==> src/rtl/ahb_nslave_interconnect_if.sv <==
// ahb_nslave_interconnect_if: master-facing and slave-facing AHB-Lite signals of the interconnect.
// The master modport is the interconnect's port toward the core; the slave modport faces the slaves.
interface ahb_nslave_interconnect_if #(
    parameter int NUM_SLAVES = 2,
    parameter int ADDR_W = 32,
    parameter int DATA_W = 32
);
    logic [ADDR_W-1:0] haddr;
    logic [1:0] htrans;
    logic hwrite;
    logic [2:0] hsize;
    logic [3:0] hprot;
    logic [DATA_W-1:0] hwdata;
    logic is_signed;
    logic [DATA_W-1:0] hr_data;
    logic hready;
    logic hresp;
    logic timeout_flag;
    logic [NUM_SLAVES-1:0] hsel;
    logic [ADDR_W-1:0] Haddr;
    logic [1:0] Htrans;
    logic Hwrite;
    logic [2:0] Hsize;
    logic [3:0] Hprot;
    logic [DATA_W-1:0] Hwdata;
    logic Is_signed;
    logic [NUM_SLAVES*DATA_W-1:0] slv_hrdata;
    logic [NUM_SLAVES-1:0] slv_hready;
    logic [NUM_SLAVES-1:0] slv_hresp;
    modport master (
        input haddr, htrans, hwrite, hsize, hprot, hwdata, is_signed,
        output hr_data, hready, hresp, timeout_flag
    );
    modport slave (
        output hsel, Haddr, Htrans, Hwrite, Hsize, Hprot, Hwdata, Is_signed,
        input slv_hrdata, slv_hready, slv_hresp
    );
endinterface

==> src/rtl/ahb_nslave_interconnect.sv <==
// ahb_nslave_interconnect: AHB-Lite core-to-N-slave interconnect with base/mask decode,
// built-in ERROR default slave and a wait-state watchdog.
module ahb_nslave_interconnect #(
    parameter int NUM_SLAVES = 2,
    parameter int ADDR_W = 32,
    parameter int DATA_W = 32,
    parameter logic [NUM_SLAVES*ADDR_W-1:0] SLAVE_BASE = {32'h0001_0000, 32'h0000_0000},
    parameter logic [NUM_SLAVES*ADDR_W-1:0] SLAVE_MASK = {32'hFFFF_0000, 32'hFFFF_0000},
    parameter int TIMEOUT_CYCLES = 16
) (
    input logic clk,
    input logic reset,
    ahb_nslave_interconnect_if.master mst,
    ahb_nslave_interconnect_if.slave slv
);
    localparam int SW = $clog2(NUM_SLAVES + 1);
    localparam logic [SW-1:0] DEF = SW'(NUM_SLAVES);
    localparam int WW = TIMEOUT_CYCLES > 2 ? $clog2(TIMEOUT_CYCLES) : 1;
    typedef enum logic [1:0] {IDLE, ERR1, ERR2} tstate_t;
    tstate_t tstate_q, tstate_d;
    logic dp_active_q, dp_active_d;
    logic [SW-1:0] dp_sel_q, dp_sel_d, dec_idx;
    logic [WW-1:0] wcnt_q, wcnt_d;
    logic timeout_q, timeout_d;
    logic s_rdy, s_resp, sdp, wait_s, trip;
    logic [DATA_W-1:0] s_rdata;
    assign slv.Haddr = mst.haddr;
    assign slv.Htrans = mst.htrans;
    assign slv.Hwrite = mst.hwrite;
    assign slv.Hsize = mst.hsize;
    assign slv.Hprot = mst.hprot;
    assign slv.Hwdata = mst.hwdata;
    assign slv.Is_signed = mst.is_signed;
    // Scan downward so the lowest matching index is the one left standing.
    always_comb begin
        dec_idx = DEF;
        for (int i = NUM_SLAVES - 1; i >= 0; i--)
            if ((mst.haddr & SLAVE_MASK[i*ADDR_W +: ADDR_W]) == SLAVE_BASE[i*ADDR_W +: ADDR_W])
                dec_idx = SW'(i);
    end
    always_comb begin
        slv.hsel = '0;
        for (int i = 0; i < NUM_SLAVES; i++)
            slv.hsel[i] = dec_idx == SW'(i) && mst.htrans[1] && tstate_q == IDLE;
    end
    always_comb begin
        s_rdy = 1'b0;
        s_resp = 1'b0;
        s_rdata = '0;
        for (int i = 0; i < NUM_SLAVES; i++) begin
            if (dp_sel_q == SW'(i)) begin
                s_rdy = slv.slv_hready[i];
                s_resp = slv.slv_hresp[i];
                s_rdata = slv.slv_hrdata[i*DATA_W +: DATA_W];
            end
        end
    end
    assign sdp = dp_active_q && dp_sel_q != DEF;
    assign wait_s = tstate_q == IDLE && sdp && !s_rdy;
    // Trip on the wait cycle that makes TIMEOUT_CYCLES-1 in a row, so ERR1 lands in data-phase cycle TIMEOUT_CYCLES.
    assign trip = TIMEOUT_CYCLES != 0 && wait_s && int'(wcnt_q) + 2 >= TIMEOUT_CYCLES;
    assign mst.hready = tstate_q == ERR1 ? 1'b0 : tstate_q == ERR2 ? 1'b1 : !dp_active_q ? 1'b1 : sdp ? s_rdy : 1'b0;
    assign mst.hresp = tstate_q != IDLE ? 1'b1 : sdp ? s_resp : dp_active_q;
    assign mst.hr_data = tstate_q == IDLE && sdp ? s_rdata : '0;
    assign mst.timeout_flag = timeout_q;
    always_comb begin
        dp_active_d = mst.hready ? mst.htrans[1] : dp_active_q;
        dp_sel_d = mst.hready ? dec_idx : dp_sel_q;
        wcnt_d = wait_s && !trip ? wcnt_q + 1'b1 : '0;
        timeout_d = timeout_q | trip;
        tstate_d = tstate_q == ERR1 ? ERR2
                 : (mst.hready && mst.htrans[1] && dec_idx == DEF) || trip ? ERR1
                 : IDLE;
    end
    always_ff @(posedge clk or posedge reset) begin
        if (reset) begin
            tstate_q <= IDLE;
            dp_active_q <= 1'b0;
            dp_sel_q <= '0;
            wcnt_q <= '0;
            timeout_q <= 1'b0;
        end else begin
            tstate_q <= tstate_d;
            dp_active_q <= dp_active_d;
            dp_sel_q <= dp_sel_d;
            wcnt_q <= wcnt_d;
            timeout_q <= timeout_d;
        end
    end
endmodule

==> src/flat_wrapper.sv <==
// flat-port wrapper written by rule: the top's interface ports become plain ports
module ahb_nslave_interconnect_flat 
#(
    parameter int NUM_SLAVES = 2,
    parameter int ADDR_W = 32,
    parameter int DATA_W = 32,
    parameter logic [NUM_SLAVES*ADDR_W-1:0] SLAVE_BASE = {32'h0001_0000, 32'h0000_0000},
    parameter logic [NUM_SLAVES*ADDR_W-1:0] SLAVE_MASK = {32'hFFFF_0000, 32'hFFFF_0000},
    parameter int TIMEOUT_CYCLES = 16
)
  (clk, reset, mst_haddr, mst_htrans, mst_hwrite, mst_hsize, mst_hprot, mst_hwdata, mst_is_signed, mst_hr_data, mst_hready, mst_hresp, mst_timeout_flag, slv_hsel, slv_Haddr, slv_Htrans, slv_Hwrite, slv_Hsize, slv_Hprot, slv_Hwdata, slv_Is_signed, slv_slv_hrdata, slv_slv_hready, slv_slv_hresp);
  ahb_nslave_interconnect_if #(.NUM_SLAVES(NUM_SLAVES), .ADDR_W(ADDR_W), .DATA_W(DATA_W)) mst_i ();
  ahb_nslave_interconnect_if #(.NUM_SLAVES(NUM_SLAVES), .ADDR_W(ADDR_W), .DATA_W(DATA_W)) slv_i ();
  input logic clk;
  input logic reset;
  input wire logic [$bits(mst_i.haddr)-1:0] mst_haddr;
  input wire logic [$bits(mst_i.htrans)-1:0] mst_htrans;
  input wire logic [$bits(mst_i.hwrite)-1:0] mst_hwrite;
  input wire logic [$bits(mst_i.hsize)-1:0] mst_hsize;
  input wire logic [$bits(mst_i.hprot)-1:0] mst_hprot;
  input wire logic [$bits(mst_i.hwdata)-1:0] mst_hwdata;
  input wire logic [$bits(mst_i.is_signed)-1:0] mst_is_signed;
  output wire logic [$bits(mst_i.hr_data)-1:0] mst_hr_data;
  output wire logic [$bits(mst_i.hready)-1:0] mst_hready;
  output wire logic [$bits(mst_i.hresp)-1:0] mst_hresp;
  output wire logic [$bits(mst_i.timeout_flag)-1:0] mst_timeout_flag;
  output wire logic [$bits(slv_i.hsel)-1:0] slv_hsel;
  output wire logic [$bits(slv_i.Haddr)-1:0] slv_Haddr;
  output wire logic [$bits(slv_i.Htrans)-1:0] slv_Htrans;
  output wire logic [$bits(slv_i.Hwrite)-1:0] slv_Hwrite;
  output wire logic [$bits(slv_i.Hsize)-1:0] slv_Hsize;
  output wire logic [$bits(slv_i.Hprot)-1:0] slv_Hprot;
  output wire logic [$bits(slv_i.Hwdata)-1:0] slv_Hwdata;
  output wire logic [$bits(slv_i.Is_signed)-1:0] slv_Is_signed;
  input wire logic [$bits(slv_i.slv_hrdata)-1:0] slv_slv_hrdata;
  input wire logic [$bits(slv_i.slv_hready)-1:0] slv_slv_hready;
  input wire logic [$bits(slv_i.slv_hresp)-1:0] slv_slv_hresp;
  assign mst_i.haddr = mst_haddr;
  assign mst_i.htrans = mst_htrans;
  assign mst_i.hwrite = mst_hwrite;
  assign mst_i.hsize = mst_hsize;
  assign mst_i.hprot = mst_hprot;
  assign mst_i.hwdata = mst_hwdata;
  assign mst_i.is_signed = mst_is_signed;
  assign mst_hr_data = mst_i.hr_data;
  assign mst_hready = mst_i.hready;
  assign mst_hresp = mst_i.hresp;
  assign mst_timeout_flag = mst_i.timeout_flag;
  assign slv_hsel = slv_i.hsel;
  assign slv_Haddr = slv_i.Haddr;
  assign slv_Htrans = slv_i.Htrans;
  assign slv_Hwrite = slv_i.Hwrite;
  assign slv_Hsize = slv_i.Hsize;
  assign slv_Hprot = slv_i.Hprot;
  assign slv_Hwdata = slv_i.Hwdata;
  assign slv_Is_signed = slv_i.Is_signed;
  assign slv_i.slv_hrdata = slv_slv_hrdata;
  assign slv_i.slv_hready = slv_slv_hready;
  assign slv_i.slv_hresp = slv_slv_hresp;
  ahb_nslave_interconnect #(.NUM_SLAVES(NUM_SLAVES), .ADDR_W(ADDR_W), .DATA_W(DATA_W), .SLAVE_BASE(SLAVE_BASE), .SLAVE_MASK(SLAVE_MASK), .TIMEOUT_CYCLES(TIMEOUT_CYCLES)) u_core (.clk(clk), .reset(reset), .mst(mst_i), .slv(slv_i));
endmodule
==> config.mk <==
export PLATFORM = sky130hd
export DESIGN_NAME = ahb_nslave_interconnect_flat
export DESIGN_NICKNAME = d
export VERILOG_FILES = /design/src/rtl/ahb_nslave_interconnect_if.sv /design/src/rtl/ahb_nslave_interconnect.sv /design/src/flat_wrapper.sv
export SDC_FILE = /design/constraint.sdc
export NUM_CORES = 1
export LEC_CHECK = 0
export ABC_AREA = 1
export BUFFER_PORTS_ARGS = -buffer_cell sky130_fd_sc_hd__buf_2
export CORE_AREA = 2 2 100 102
export CTS_CLUSTER_SIZE = 20
export DETAILED_ROUTE_END_ITERATION = 8
export DIE_AREA = 0 0 102 104
export PLACE_DENSITY_LB_ADDON = 0.1
export REMOVE_ABC_BUFFERS = 1
export SYNTH_ARGS = -nofsm -noshare
export SYNTH_HDL_FRONTEND = slang
export SYNTH_SLANG_ARGS = --single-unit
==> constraint.sdc <==
create_clock -name clk -period 2.2 [get_ports clk]
set_clock_uncertainty 0.2 [all_clocks]
set_input_delay 0.33 -clock clk [delete_from_list [all_inputs] [get_ports clk]]
set_output_delay 0.33 -clock clk [all_outputs]
set_load 0.02 [all_outputs]
==> out/results.ini <==
[yosys]
synthTopCellsByArea=buf_4 (34%), dfrtp_1 (15%), nand2_1 (11%), nand3_1 (11%), a21oi_1 (10%)
avgSynthCellArea_um2=6.26
synth_edf_count=0
synth_ff_type=dfrtp_1
async_flop_share_pct=100
synth_cells=265
yosysTopAreaCell=buf_4
yosys_register_bits=10
synth.top_cell.area_share_pct=34.4
synth_cell_types=23
seq_area_frac_synth_pct=15.1
yosysWarnings=0
syn_area_um2=1660
synth.top_cells.by_count=buf_4 (76), nand2_1 (49), nand3_1 (35)
yosysMostFrequentCell=buf_4

[sta]
fin_crit_sh_pct=93.6
slew_headroom_pct=74.5
grt_setup_unrepaired=no
setup-violations-final=0
fin_tns_setup_ns=0
tightest_slew_ns=0.382
min_period_ns=2.06
fmax_mhz=486
drv_slew=0
hold_violations=0

[global_route]
grt_usage_pct=16.5
grt_pass1_wl_mm=12.5
grt_overflow=0
grt_start_max_net_pins=33
grt_pass1_vias=1785
antenna_found_initial=2

[routing]
drtIter0Drc=65
drc=0
vias=1969
vias_per_cell=4.26
firstDrtPassIters=4
antenna_left=0
wl_per_cell_um=20.5
routed_wl_mm=9.47

[clocking]
cts_tree=built
htree_levels=1
cts_sinks=10
cts_buffer_depth=2
cts-buffers-inserted=3
clk_latency_ns=0.23
root_buffer=clkbuf_8
clkTransAtPathRegs_ns=0.05

[final_layout]
fillers=1134
layout.cells.non_filler=462
areaGrowthSynthToFinish_pct=23.5
final_nets=475
regArea_um2=250
multiInputGateArea_um2=732
drive_gt1_share_pct=49.1

[job]
max-cap-violations=0

[critical_path]
path_class=reg2out
cp-start-kind=flop
cp.arrival_ns=1.53
cp-end-kind=primary output
r2r.worst_path.cells=7
cp_max_fo=30
required_ns=1.67

[die]
io_pins=257
die_h_um=104
die_area_um2=10600
start_util_pct=17.4
die_w_um=102
rows=36
coreArea_um2=9550

[status]
status=finished clean

[place]
gp_congestion=0.694
dpl.hpwl_mm=7.71
placedCellCount=456
io_buffer_count=140

[power]
powerDensity_nw_per_um2=663
ir_worst_vdd_v=0.000268
cellLeakagePower_nw=1.05

[worst_hold_path]
hold_depth=3
hp-class=in2reg

[placed cells by master, fill, tap and decap left out, types with 2 or more instances in the layout]
cell type and n:
nor2_1 19, nand3_1 35, buf_12 3, nand2_2 2, buf_2 140, nand2_1 49
nand3_2 3, inv_1 10, clkbuf_8 4, dfrtp_1 10, inv_2 3, a21oi_1 34
o21ai_1 2, buf_4 3
[layer usage]
metal / vias to the layer above / wire length, um / track usage [%]
li1: 904 / - / -
met1: 830 / 3560 / 18.5
met2: 219 / 3420 / 21.2
met3: 8 / 2280 / 17.5
met4: 8 / 39 / 1.52
met5: - / 171 / 12.3
[cell families after synthesis]
family / share of synthesized area (%)
adder cells (fa/ha/maj): 0.755
flip-flops: 15.1
AND/OR/NAND/NOR: 30.7
AO/OA/AOI/OAI: 12.2
buffers and inverters: 40.8
XOR/XNOR: 0.528
[repair_timing]
item                                   in CTS  in global routing
hold buffers                                1                  0
resized for setup                           0                  0
endpoints found under the hold margin      10                  0
buffers inserted                            0                  0
[worst max-delay path: stages, from the launching register on]
cell     delay (ns)
dfrtp_1        0.38
nor2_1         0.17
nand3_2        0.16
buf_12         0.20
a21oi_1        0.18
buf_2          0.20
[final timing paths]
| kind | slack (ns) | start | to |
|---|---|---|---|
| worst max-delay path | 0.14 | u_core.tstate_q[1]$_DFF_PP0_ | mst_hr_data[16] |
| worst min-delay path | 0.19 | mst_htrans[1] | u_core.dp_active_q$_DFFE_PP0P_ |
| worst max register to register | 0.76 | u_core.dp_sel_q[0]$_DFFE_PP0P_ | u_core.tstate_q[0]$_DFF_PP0_ |
| worst min register to register | 0.26 | u_core.tstate_q[1]$_DFF_PP0_ | u_core.tstate_q[1]$_DFF_PP0_ |
| max in group asynchronous | 1.12 | reset | u_core.dp_sel_q[0]$_DFFE_PP0P_ |
| min in group asynchronous | 0.41 | reset | u_core.mst.timeout_flag$_DFF_PP0_ |
[area by class of cell]
class                           instances  area share [%]
Inverter                               13            2.38
Antenna cell                            1           0.122
Clock buffer                            4            2.69
Timing Repair Buffer                  147            38.7
Sequential cell                        10            12.2
Multi-Input combinational cell        154            35.7
Tap cell                              133            8.12
[through the flow]
step	utilization [%]	cell area, um2	total power, mW	hold slack, ns	worst slack, ns
after CTS	21.4	2050	1.39	0.186	0.106
after global routing	21.4	2050	1.48	0.203	0.0109
after floorplan	-	1030	0.719	-0.0298	-0.228
after global placement	20.7	1980	1.16	0.143	0.369
final	21.4	2050	1.36	0.190	0.141
after detailed placement	20.7	1980	1.15	0.136	0.365
[sequential cells by signal, indices dropped and copies added, names as in the netlist]
signal	cells
u_core.wcnt_q	4
u_core.mst.timeout_flag	1
u_core.dp_sel_q	2
u_core.tstate_q	2
u_core.dp_active_q	1
[where the power goes]
| part | switching [mW] | internal [mW] | leakage, nW | total [mW] |
|---|---|---|---|---|
| Sequential | 0.0400 | 0.223 | 0.127 | 0.263 |
| Combinational | 0.554 | 0.311 | 0.895 | 0.865 |
| Clock | 0.0715 | 0.157 | 0.0288 | 0.229 |
| Total | 0.666 | 0.691 | 1.05 | 1.36 |
No activity file was read; power rests on OpenSTA's default activity.
